===== src/rtl/uart_rx_ext_if.sv =====
// Receive-side character interface of uart_rx_ext.
// Ports (signals):
//   rx_data       [DATA_BITS-1:0]  received character, valid while rx_valid=1
//   rx_valid                       character available, held until accepted
//   rx_ready                       consumer accepts on rx_valid && rx_ready
//   rx_parity_err                  parity mismatch of the character in rx_data
//   rx_frame_err                   a stop bit was sampled low for rx_data
//   rx_overrun                     one-cycle pulse: a completed character was dropped
// Modports: master = receiver (drives the character), slave = consumer.
interface uart_rx_ext_if #(
    parameter int unsigned DATA_BITS = 8
);
    logic [DATA_BITS-1:0] rx_data;
    logic                 rx_valid;
    logic                 rx_ready;
    logic                 rx_parity_err;
    logic                 rx_frame_err;
    logic                 rx_overrun;

    modport master (
        output rx_data,
        output rx_valid,
        output rx_parity_err,
        output rx_frame_err,
        output rx_overrun,
        input  rx_ready
    );

    modport slave (
        input  rx_data,
        input  rx_valid,
        input  rx_parity_err,
        input  rx_frame_err,
        input  rx_overrun,
        output rx_ready
    );
endinterface


===== src/rtl/uart_rx_ext.sv =====
// Parametrised UART receiver: 2-flop synchroniser, start-bit qualification,
// LSB-first data, optional odd/even parity, 1 or 2 stop bits, and a
// valid/ready character output with parity/framing flags and overrun pulse.
// Ports:
//   clk      system clock, rising edge
//   reset    asynchronous active-high reset
//   rx       asynchronous serial line, idle high
//   rx_busy  frame reception in progress
//   rx_if    uart_rx_ext_if.master character output
// Build option: define UART_RX_MAJORITY_EN to decide each bit by a 2-of-3
// majority of samples around mid-bit (decision one count later); otherwise a
// single mid-bit sample is used.
module uart_rx_ext #(
    parameter int unsigned CLK_FREQ  = 50_000_000,
    parameter int unsigned BAUD_RATE = 9600,
    parameter int unsigned DATA_BITS = 8,
    parameter int unsigned PARITY    = 0,
    parameter int unsigned STOP_BITS = 1
) (
    input  logic          clk,
    input  logic          reset,
    input  logic          rx,
    output logic          rx_busy,
    uart_rx_ext_if.master rx_if
);

    localparam int unsigned CNT_W        = 16;
    localparam int unsigned IDX_W        = 4;
    localparam int unsigned CLKS_PER_BIT = CLK_FREQ / BAUD_RATE;
    localparam int unsigned MID          = CLKS_PER_BIT / 2;
`ifdef UART_RX_MAJORITY_EN
    localparam int unsigned DEC          = MID + 1;
`else
    localparam int unsigned DEC          = MID;
`endif

    localparam logic [CNT_W-1:0] CNT_LAST  = CNT_W'(CLKS_PER_BIT - 1);
    localparam logic [CNT_W-1:0] CNT_DEC   = CNT_W'(DEC);
    localparam logic [IDX_W-1:0] IDX_LAST  = IDX_W'(DATA_BITS - 1);
    localparam logic             STOP_LAST = 1'(STOP_BITS - 1);

    typedef enum logic [2:0] {
        S_IDLE,
        S_START,
        S_DATA,
        S_PARITY,
        S_STOP
    } state_t;

    logic                 sync1_q, sync2_q;
    logic                 rx_s;
    state_t               state_q, state_d;
    logic [CNT_W-1:0]     cnt_q, cnt_d;
    logic [IDX_W-1:0]     bit_idx_q, bit_idx_d;
    logic                 stop_idx_q, stop_idx_d;
    logic [DATA_BITS-1:0] shift_q, shift_d;
    logic                 perr_pend_q, perr_pend_d;
    logic                 ferr_pend_q, ferr_pend_d;
    logic [DATA_BITS-1:0] data_q, data_d;
    logic                 valid_q, valid_d;
    logic                 perr_q, perr_d;
    logic                 ferr_q, ferr_d;
    logic                 ovr_q, ovr_d;
    logic                 busy_q, busy_d;
`ifdef UART_RX_MAJORITY_EN
    logic                 smp_a_q, smp_a_d;
    logic                 smp_b_q, smp_b_d;
`endif

    logic bit_c;
    logic at_dec_c;
    logic at_last_c;
    logic par_x_c;
    logic par_bad_c;
    logic done_c;

    assign rx_s = sync2_q;

    // Bit decision: majority of the samples at MID-1, MID and the current MID+1,
    // or the plain mid-bit sample.
`ifdef UART_RX_MAJORITY_EN
    assign bit_c = (smp_a_q & smp_b_q) | (smp_a_q & rx_s) | (smp_b_q & rx_s);
`else
    assign bit_c = rx_s;
`endif

    assign at_dec_c  = (cnt_q == CNT_DEC);
    assign at_last_c = (cnt_q == CNT_LAST);

    // Odd parity wants XOR(data, bit)=1, even wants 0.
    assign par_x_c   = (^shift_q) ^ bit_c;
    assign par_bad_c = (PARITY == 1) ? ~par_x_c : par_x_c;

    // State and output registers.
    always_ff @(posedge clk or posedge reset) begin
        if (reset) begin
            sync1_q     <= 1'b1;
            sync2_q     <= 1'b1;
            state_q     <= S_IDLE;
            cnt_q       <= '0;
            bit_idx_q   <= '0;
            stop_idx_q  <= 1'b0;
            shift_q     <= '0;
            perr_pend_q <= 1'b0;
            ferr_pend_q <= 1'b0;
            data_q      <= '0;
            valid_q     <= 1'b0;
            perr_q      <= 1'b0;
            ferr_q      <= 1'b0;
            ovr_q       <= 1'b0;
            busy_q      <= 1'b0;
`ifdef UART_RX_MAJORITY_EN
            smp_a_q     <= 1'b1;
            smp_b_q     <= 1'b1;
`endif
        end else begin
            sync1_q     <= rx;
            sync2_q     <= sync1_q;
            state_q     <= state_d;
            cnt_q       <= cnt_d;
            bit_idx_q   <= bit_idx_d;
            stop_idx_q  <= stop_idx_d;
            shift_q     <= shift_d;
            perr_pend_q <= perr_pend_d;
            ferr_pend_q <= ferr_pend_d;
            data_q      <= data_d;
            valid_q     <= valid_d;
            perr_q      <= perr_d;
            ferr_q      <= ferr_d;
            ovr_q       <= ovr_d;
            busy_q      <= busy_d;
`ifdef UART_RX_MAJORITY_EN
            smp_a_q     <= smp_a_d;
            smp_b_q     <= smp_b_d;
`endif
        end
    end

    // Next-state, frame assembly and output handshake.
    always_comb begin
        state_d     = state_q;
        cnt_d       = cnt_q;
        bit_idx_d   = bit_idx_q;
        stop_idx_d  = stop_idx_q;
        shift_d     = shift_q;
        perr_pend_d = perr_pend_q;
        ferr_pend_d = ferr_pend_q;
        data_d      = data_q;
        valid_d     = valid_q;
        perr_d      = perr_q;
        ferr_d      = ferr_q;
        ovr_d       = 1'b0;
        done_c      = 1'b0;
`ifdef UART_RX_MAJORITY_EN
        smp_a_d     = (cnt_q == CNT_W'(MID - 1)) ? rx_s : smp_a_q;
        smp_b_d     = (cnt_q == CNT_W'(MID))     ? rx_s : smp_b_q;
`endif

        // Bit-period counter; every non-idle state runs 0..CLKS_PER_BIT-1.
        if (state_q != S_IDLE) begin
            cnt_d = at_last_c ? '0 : cnt_q + 16'd1;
        end

        case (state_q)
            S_IDLE: begin
                cnt_d = '0;
                // The cycle that sees the low line is count 0 of the start bit.
                if (!rx_s) begin
                    state_d     = S_START;
                    cnt_d       = 16'd1;
                    bit_idx_d   = '0;
                    stop_idx_d  = 1'b0;
                    perr_pend_d = 1'b0;
                    ferr_pend_d = 1'b0;
                end
            end
            S_START: begin
                if (at_dec_c && bit_c) begin
                    state_d = S_IDLE;
                    cnt_d   = '0;
                end else if (at_last_c) begin
                    state_d   = S_DATA;
                    bit_idx_d = '0;
                end
            end
            S_DATA: begin
                // LSB arrives first, so shifting in from the top lands it at bit 0.
                if (at_dec_c) begin
                    shift_d = {bit_c, shift_q[DATA_BITS-1:1]};
                end
                if (at_last_c) begin
                    if (bit_idx_q == IDX_LAST) begin
                        state_d = (PARITY != 0) ? S_PARITY : S_STOP;
                    end else begin
                        bit_idx_d = bit_idx_q + 4'd1;
                    end
                end
            end
            S_PARITY: begin
                if (at_dec_c && par_bad_c) begin
                    perr_pend_d = 1'b1;
                end
                if (at_last_c) begin
                    state_d = S_STOP;
                end
            end
            S_STOP: begin
                if (at_dec_c) begin
                    if (!bit_c) begin
                        ferr_pend_d = 1'b1;
                    end
                    // Leave at mid-stop so the next start edge is not missed.
                    if (stop_idx_q == STOP_LAST) begin
                        done_c  = 1'b1;
                        state_d = S_IDLE;
                        cnt_d   = '0;
                    end
                end else if (at_last_c) begin
                    stop_idx_d = 1'b1;
                end
            end
            default: begin
                state_d = S_IDLE;
                cnt_d   = '0;
            end
        endcase

        // A completion either lands in the output register or is dropped.
        if (done_c) begin
            if (!valid_q || rx_if.rx_ready) begin
                data_d  = shift_q;
                perr_d  = perr_pend_q;
                ferr_d  = ferr_pend_q | ~bit_c;
                valid_d = 1'b1;
            end else begin
                ovr_d = 1'b1;
            end
        end else if (valid_q && rx_if.rx_ready) begin
            valid_d = 1'b0;
        end

        busy_d = (state_d != S_IDLE);
    end

    assign rx_if.rx_data       = data_q;
    assign rx_if.rx_valid      = valid_q;
    assign rx_if.rx_parity_err = perr_q;
    assign rx_if.rx_frame_err  = ferr_q;
    assign rx_if.rx_overrun    = ovr_q;
    assign rx_busy             = busy_q;

endmodule

===== src/flat_wrapper.sv =====
// flat-port wrapper written by rule: the top's interface ports become plain ports
module uart_rx_ext_flat 
#(
    parameter int unsigned CLK_FREQ  = 50_000_000,
    parameter int unsigned BAUD_RATE = 9600,
    parameter int unsigned DATA_BITS = 8,
    parameter int unsigned PARITY    = 0,
    parameter int unsigned STOP_BITS = 1
)
  (clk, reset, rx, rx_busy, rx_if_rx_data, rx_if_rx_valid, rx_if_rx_parity_err, rx_if_rx_frame_err, rx_if_rx_overrun, rx_if_rx_ready);
  uart_rx_ext_if #(.DATA_BITS(DATA_BITS)) rx_if_i ();
  input  logic clk;
  input  logic reset;
  input  logic rx;
  output logic rx_busy;
  output wire logic [$bits(rx_if_i.rx_data)-1:0] rx_if_rx_data;
  output wire logic [$bits(rx_if_i.rx_valid)-1:0] rx_if_rx_valid;
  output wire logic [$bits(rx_if_i.rx_parity_err)-1:0] rx_if_rx_parity_err;
  output wire logic [$bits(rx_if_i.rx_frame_err)-1:0] rx_if_rx_frame_err;
  output wire logic [$bits(rx_if_i.rx_overrun)-1:0] rx_if_rx_overrun;
  input wire logic [$bits(rx_if_i.rx_ready)-1:0] rx_if_rx_ready;
  assign rx_if_rx_data = rx_if_i.rx_data;
  assign rx_if_rx_valid = rx_if_i.rx_valid;
  assign rx_if_rx_parity_err = rx_if_i.rx_parity_err;
  assign rx_if_rx_frame_err = rx_if_i.rx_frame_err;
  assign rx_if_rx_overrun = rx_if_i.rx_overrun;
  assign rx_if_i.rx_ready = rx_if_rx_ready;
  uart_rx_ext #(.CLK_FREQ(CLK_FREQ), .BAUD_RATE(BAUD_RATE), .DATA_BITS(DATA_BITS), .PARITY(PARITY), .STOP_BITS(STOP_BITS)) u_core (.clk(clk), .reset(reset), .rx(rx), .rx_busy(rx_busy), .rx_if(rx_if_i));
endmodule

===== config.mk =====
export PLATFORM = sky130hd
export DESIGN_NAME = uart_rx_ext_flat
export DESIGN_NICKNAME = d
export VERILOG_FILES = /design/src/rtl/uart_rx_ext_if.sv /design/src/rtl/uart_rx_ext.sv /design/src/flat_wrapper.sv
export SDC_FILE = /design/constraint.sdc
export NUM_CORES = 1
export LEC_CHECK = 0
export CAP_MARGIN = 20
export CORE_UTILIZATION = 45
export DETAILED_ROUTE_END_ITERATION = 7
export HOLD_SLACK_MARGIN = 0.12
export PLACE_DENSITY = 0.66
export SYNTH_ARGS = -nofsm -noshare
export SYNTH_HDL_FRONTEND = slang
export SYNTH_SLANG_ARGS = --single-unit

===== constraint.sdc =====
create_clock -name clk -period 1.9 [get_ports clk]
set_input_delay 0.38 -clock clk [delete_from_list [all_inputs] [get_ports clk]]
set_output_delay 0.38 -clock clk [all_outputs]
set_load 0.01 [all_outputs]

==> results of run 1 <==
## stage by stage
step	setup WS [ns]	TNS, ns	power [mW]	cell area (um^2)
global placement	-0.0474	-0.357	1.11	2760
detailed placement	-0.0656	-0.816	1.11	2760
CTS	0.0120	0	1.89	2940
global route	-0.00641	-0.0232	1.93	2960
finish	0.0481	0	1.87	2960
floorplan	0.0108	0	1.09	2380
## worst max-delay path, cell delays in order (launching register included)
cell and delay, ns:
dfrtp_1 0.39, inv_1 0.08, ha_1 0.14, and4b_1 0.18, and4_4 0.25, and3_1 0.21
buf_12 0.14, mux2_2 0.34
## cells by family after synthesis
family	Yosys count	share of synthesized area
simple gates	80	0.180
compound gates	30	0.0825
xor+xnor	22	0.0809
fa+ha+maj	3	0.0158
mux	18	0.0846
flops	49	0.516
buf+inv	21	0.0399
## repair_timing
item / in CTS / in global routing
endpoints found under the setup margin: 33 / 35
cloned: 1 / 0
pin swaps: 3 / 0
setup buffers: 3 / 0
hold endpoints to repair: 0 / 0
gates resized for setup: 5 / 6
hold buffers: 0 / 0
## final cells by class
| cell class | instances | area (um^2) | share of cell area |
|---|---|---|---|
| flip-flops and latches | 49 | 1230 | 0.415 |
| multi-input cells | 154 | 1110 | 0.376 |
| repair buffers | 41 | 373 | 0.126 |
| well taps | 70 | 87.6 | 0.0296 |
| clock buffers | 6 | 82.6 | 0.0279 |
| clock inverters | 2 | 37.5 | 0.0127 |
| inverters | 10 | 37.5 | 0.0127 |
## synth_stat cells, drive strengths merged, types with 3 or more instances
| cell | count | share of area |
|---|---|---|
| a21oi | 10 | 0.021 |
| and3 | 4 | 0.011 |
| and4 | 3 | 0.011 |
| buf | 3 | 0.012 |
| clkbuf | 8 | 0.013 |
| dfrtp | 47 | 0.49 |
| ha | 3 | 0.016 |
| inv | 10 | 0.016 |
| mux2 | 17 | 0.080 |
| nand2 | 13 | 0.020 |
| nand2b | 3 | 0.0079 |
| nand3 | 9 | 0.019 |
| nand4 | 5 | 0.013 |
| nor2 | 26 | 0.041 |
| nor3b | 3 | 0.0095 |
| nor4 | 3 | 0.011 |
| o21ai | 8 | 0.017 |
| xnor2 | 8 | 0.029 |
| xor2 | 14 | 0.051 |
## flip-flops by register name, summed over array words and instances, names as in the netlist
| signal | cells |
|---|---|
| u_core.cnt_q | 16 |
| u_core.rx_if.rx_data | 8 |
| u_core.shift_q | 8 |
| u_core.bit_idx_q | 4 |
| u_core.state_q | 3 |
| u_core.bit_c | 1 |
| u_core.ferr_pend_q | 1 |
| u_core.perr_pend_q | 1 |
| u_core.rx_busy | 1 |
| u_core.rx_if.rx_frame_err | 1 |
| u_core.rx_if.rx_overrun | 1 |
| u_core.rx_if.rx_parity_err | 1 |
| u_core.rx_if.rx_valid | 1 |
| u_core.stop_idx_q | 1 |
| u_core.sync1_q | 1 |
## worst min-delay path by stage
| stage | from | to | slack (ns) | depth (start not counted) |
|---|---|---|---|---|
| after floorplan | u_core.sync1_q | u_core.bit_c | 0.35 | 0 |
| after CTS | u_core.sync1_q | u_core.bit_c | 0.37 | 0 |
| final | u_core.sync1_q | u_core.bit_c | 0.36 | 0 |
| after global routing | u_core.sync1_q | u_core.bit_c | 0.37 | 0 |
| after detailed placement | u_core.sync1_q | u_core.bit_c | 0.35 | 0 |
| after global placement | u_core.sync1_q | u_core.bit_c | 0.35 | 0 |
## where the power goes
| group | switching, mW | internal [mW] |
|---|---|---|
| Sequential | 0.00428 | 1.05 |
| Clock | 0.352 | 0.428 |
| Combinational | 0.0228 | 0.0123 |
## routing by layer
layer  global-route usage  vias up  part of all wire
met5                    0        -                 0
met4               0.0545        0            0.0087
met3               0.0321        4             0.027
met2                0.286       27              0.48
met1                0.265      837              0.49
li1                     -      853                 -
==> metrics.txt, run 1 <==
Placed Cells 320; largest fanout on the critical path 11; Initial Util 0.466; Fill cells 446; ys async rst share 1.00; Layout Utilization 0.579; clock slew at reported path FFs 0.09 ns; power per cell area 631 nW/um^2; num rows 26; final slew viol count 0; drt pass-1 iters 4; I/O pins 17; number of synthesized flops with an enable pin 0; Vias 1721; Clock Skew 0.00999 ns; crit end category flop; TritonCTS Buffers 5; Setup crit start u_core.cnt_q[0]; GRT Util Overall 0.184; Hold Path Class flop to flop; die height 74.7 um; CTS Buffer Depth 2; drt drc 0; post-synth net total 230; most common cell after layout, fill and taps aside dfrtp_1; status completed; HPWL after DPL 3170 um; count of buffers from port buffering 16; RSZ-0062 raised after global routing true; final worst path period need 1.85 ns; initial antenna violation count 0; Overflow after GRT 0; Yosys cell types 42; wire length of the first global-routing pass 7610 um; relative slew slack 0.760; WL/cell 14.5 um; Worst EP required 2.09 ns; peak supply drop 0.422 mV; synth-to-layout area growth 24.3%; Root Buffer clkbuf_8; cells after synthesis 223; WL final 4830 um; # setup viols final 0; vias per cell 5.18; layout cell share with drive strength beyond 1 0.248; Fmax 0.540 GHz; CP arrival 2.04 ns; ANT cells 0; register-to-register setup slack 0.05 ns; H-tree levels 2; startpoint types flop; # clock sinks 49; TritonCTS clock tree done; largest net degree at the start of global routing 50; gpl congestion 0.783; RR Startpoint u_core.cnt_q[0]; worst skew pair latency 0.30 ns; r2r endpoint u_core.rx_if.rx_data[4]; chip width 74.7 um; Core ar. 5110 um^2; Leak 1.41 nW; Final nets 268; Seq/Total Area, Yosys 0.516; hold slack 0.364 ns; critical setup path kind flop to flop; ANT nets after route 0; Non-Filler Instances 332; Worst setup endpoint u_core.rx_if.rx_data[4]; Worst Tran Pin Value 0.357 ns; Period Utilization, post-route 0.975; Primary FF master, synth dfrtp_1; Syn Area/Cell 10.7 um^2; die area 5590 um^2; mapped cell area 2380 um^2; Max-Cap Viols 0; Ys Warns 0; most frequent cells in the layout dfrtp_1, nor2_1, buf_4; synthesis-stage register bit count 49; final hold vios 0; reg2reg path depth 7; initial drt markers 141; vias in the first global route 1569
No activity file was read; power rests on OpenSTA's default activity.
==> inputs of run 2 (changes only) <==
--- a/config.mk
+++ b/config.mk
@@ -8,6 +8,7 @@
 export CAP_MARGIN = 20
 export CORE_UTILIZATION = 45
 export DETAILED_ROUTE_END_ITERATION = 7
+export GPL_ROUTABILITY_DRIVEN = 0
 export HOLD_SLACK_MARGIN = 0.12
 export PLACE_DENSITY = 0.66
 export SYNTH_ARGS = -nofsm -noshare
==> results of run 2 <==
No change in the layout: final DEF, timing and power equal those of run 1.
==> inputs of run 3 (changes only) <==
--- a/config.mk
+++ b/config.mk
@@ -6,6 +6,7 @@
 export NUM_CORES = 1
 export LEC_CHECK = 0
 export CAP_MARGIN = 20
+export CORE_ASPECT_RATIO = 1.75
 export CORE_UTILIZATION = 45
 export DETAILED_ROUTE_END_ITERATION = 7
 export GPL_ROUTABILITY_DRIVEN = 0
==> metrics.txt, run 3 (same netlist as run 1, synthesis figures left out) <==
Max-Cap Viols 0; final hold vios 0; post-route cell area 2960 um^2; Period Utilization, post-route 0.979; final slew viol count 0; num rows 34; H-tree levels 2; crit end category flop; synth-to-layout area growth 24.3%; ANT nets after route 0; Setup WS post-layout 0.0405 ns; ANT cells 0; die area 5600 um^2; Non-Filler Instances 312; vias per cell 5.57; vias in the first global route 1697; Worst EP required 2.14 ns; register name with the most flops u_core.cnt_q; Placed Cells 302; largest fanout on the critical path 8; Clock Skew 0.0111 ns; GRT Util Overall 0.181; TritonCTS clock tree done; drt drc 6; Core ar. 5020 um^2; Worst Tran Pin Value 0.423 ns; final worst path period need 1.86 ns; Fill cells 432; HPWL after DPL 3360 um; WL/cell 14.9 um; most common cell after layout, fill and taps aside dfrtp_1; # clock sinks 49; max reg flops 16; Leak 1.38 nW; I/O pins 17; drt pass-1 iters 6; layout cell share with drive strength beyond 1 0.295; Overflow after GRT 0; Hold Path Class flop to flop; hold slack 0.359 ns; count of buffers from port buffering 16; CP arrival 2.10 ns; # setup viols final 0; die height 98.2 um; peak supply drop 0.430 mV; Root Buffer clkbuf_8; wire length of the first global-routing pass 7810 um; Final nets 264; most frequent cells in the layout dfrtp_1, buf_4, mux2_2; Final Total Pwr 1.84 mW; initial antenna violation count 0; initial drt markers 52; WL final 4660 um; Vias 1739; failing checks DRC; worst skew pair latency 0.31 ns; critical setup path kind flop to flop; largest net degree at the start of global routing 32; worst slack, placed -0.0294 ns; RSZ-0062 raised after global routing true; relative slew slack 0.718; power per cell area 622 nW/um^2; CTS Buffer Depth 2; chip width 57.0 um; startpoint types flop; area of placed instances 2730 um^2; Initial Util 0.474; TritonCTS Buffers 5; Fmax 0.538 GHz; status finished with violations; clock slew at reported path FFs 0.09 ns
[run 3: cell count changes in the layout (fill, tap and decap cells not counted), sizes merged]
cell    change
clkinv      +1
clkbuf      -1
buf         -4
[run 3: timing repair]
action	in CTS	in global routing
pin swaps	2	12
resized for setup	1	28
cloned	1	0
hold buffers	0	0
endpoints found under the setup margin	11	39
hold endpoints to repair	0	0
setup buffers	0	1
[run 3: critical path, stage by stage, from the launching register on]
cell and delay [ns]:
dfrtp_1 0.40, inv_1 0.06, ha_2 0.16, and4b_1 0.16, and4_4 0.20, a311o_1 0.41, a21o_4 0.29, nor2_2 0.12
[run 3: stage by stage]
step / setup TNS [ns] / util
final: 0 / 0.589
after global routing: -0.127 / 0.589
after CTS: 0 / 0.568
after detailed placement: -0.0372 / 0.543
after global placement: 0 / 0.543
after floorplan: 0 / -
[run 3: final cells by class]
type / count / area [um^2] / area share
Inverter: 10 / 37.5 / 0.0127
Multi-Input combinational cell: 154 / 1170 / 0.394
Timing Repair Buffer: 37 / 343 / 0.116
Clock inverter: 3 / 46.3 / 0.0156
Clock buffer: 5 / 68.8 / 0.0233
Sequential cell: 49 / 1230 / 0.416
Tap cell: 54 / 67.6 / 0.0228
[run 3: final timing paths]
kind | startpoint | end | slack, ns | cells after the start
worst min register to register | u_core.sync1_q | u_core.bit_c | 0.36 | 0
worst max-delay path | u_core.cnt_q[1] | u_core.cnt_q[6] | 0.04 | 7
worst max register to register | u_core.cnt_q[1] | u_core.cnt_q[6] | 0.04 | 7
worst min-delay path | u_core.sync1_q | u_core.bit_c | 0.36 | 0
min in group asynchronous | reset | u_core.rx_if.rx_data[4] | 0.38 | 2
max in group asynchronous | reset | u_core.cnt_q[7] | 0.99 | 3
[run 3: power breakdown]
| part | internal (mW) | switching [mW] | total [mW] |
|---|---|---|---|
| Clock | 0.394 | 0.361 | 0.755 |
| Sequential | 1.05 | 0.00216 | 1.05 |
| Combinational | 0.0134 | 0.0246 | 0.0380 |
[run 3: layer usage]
metal / vias up / global-route usage / share of wire
met1: 850 / 0.206 / 0.39
met2: 41 / 0.326 / 0.56
met4: 0 / 0.0807 / 0.025
li1: 837 / - / -
met3: 11 / 0.0252 / 0.030
met5: - / 0 / 0
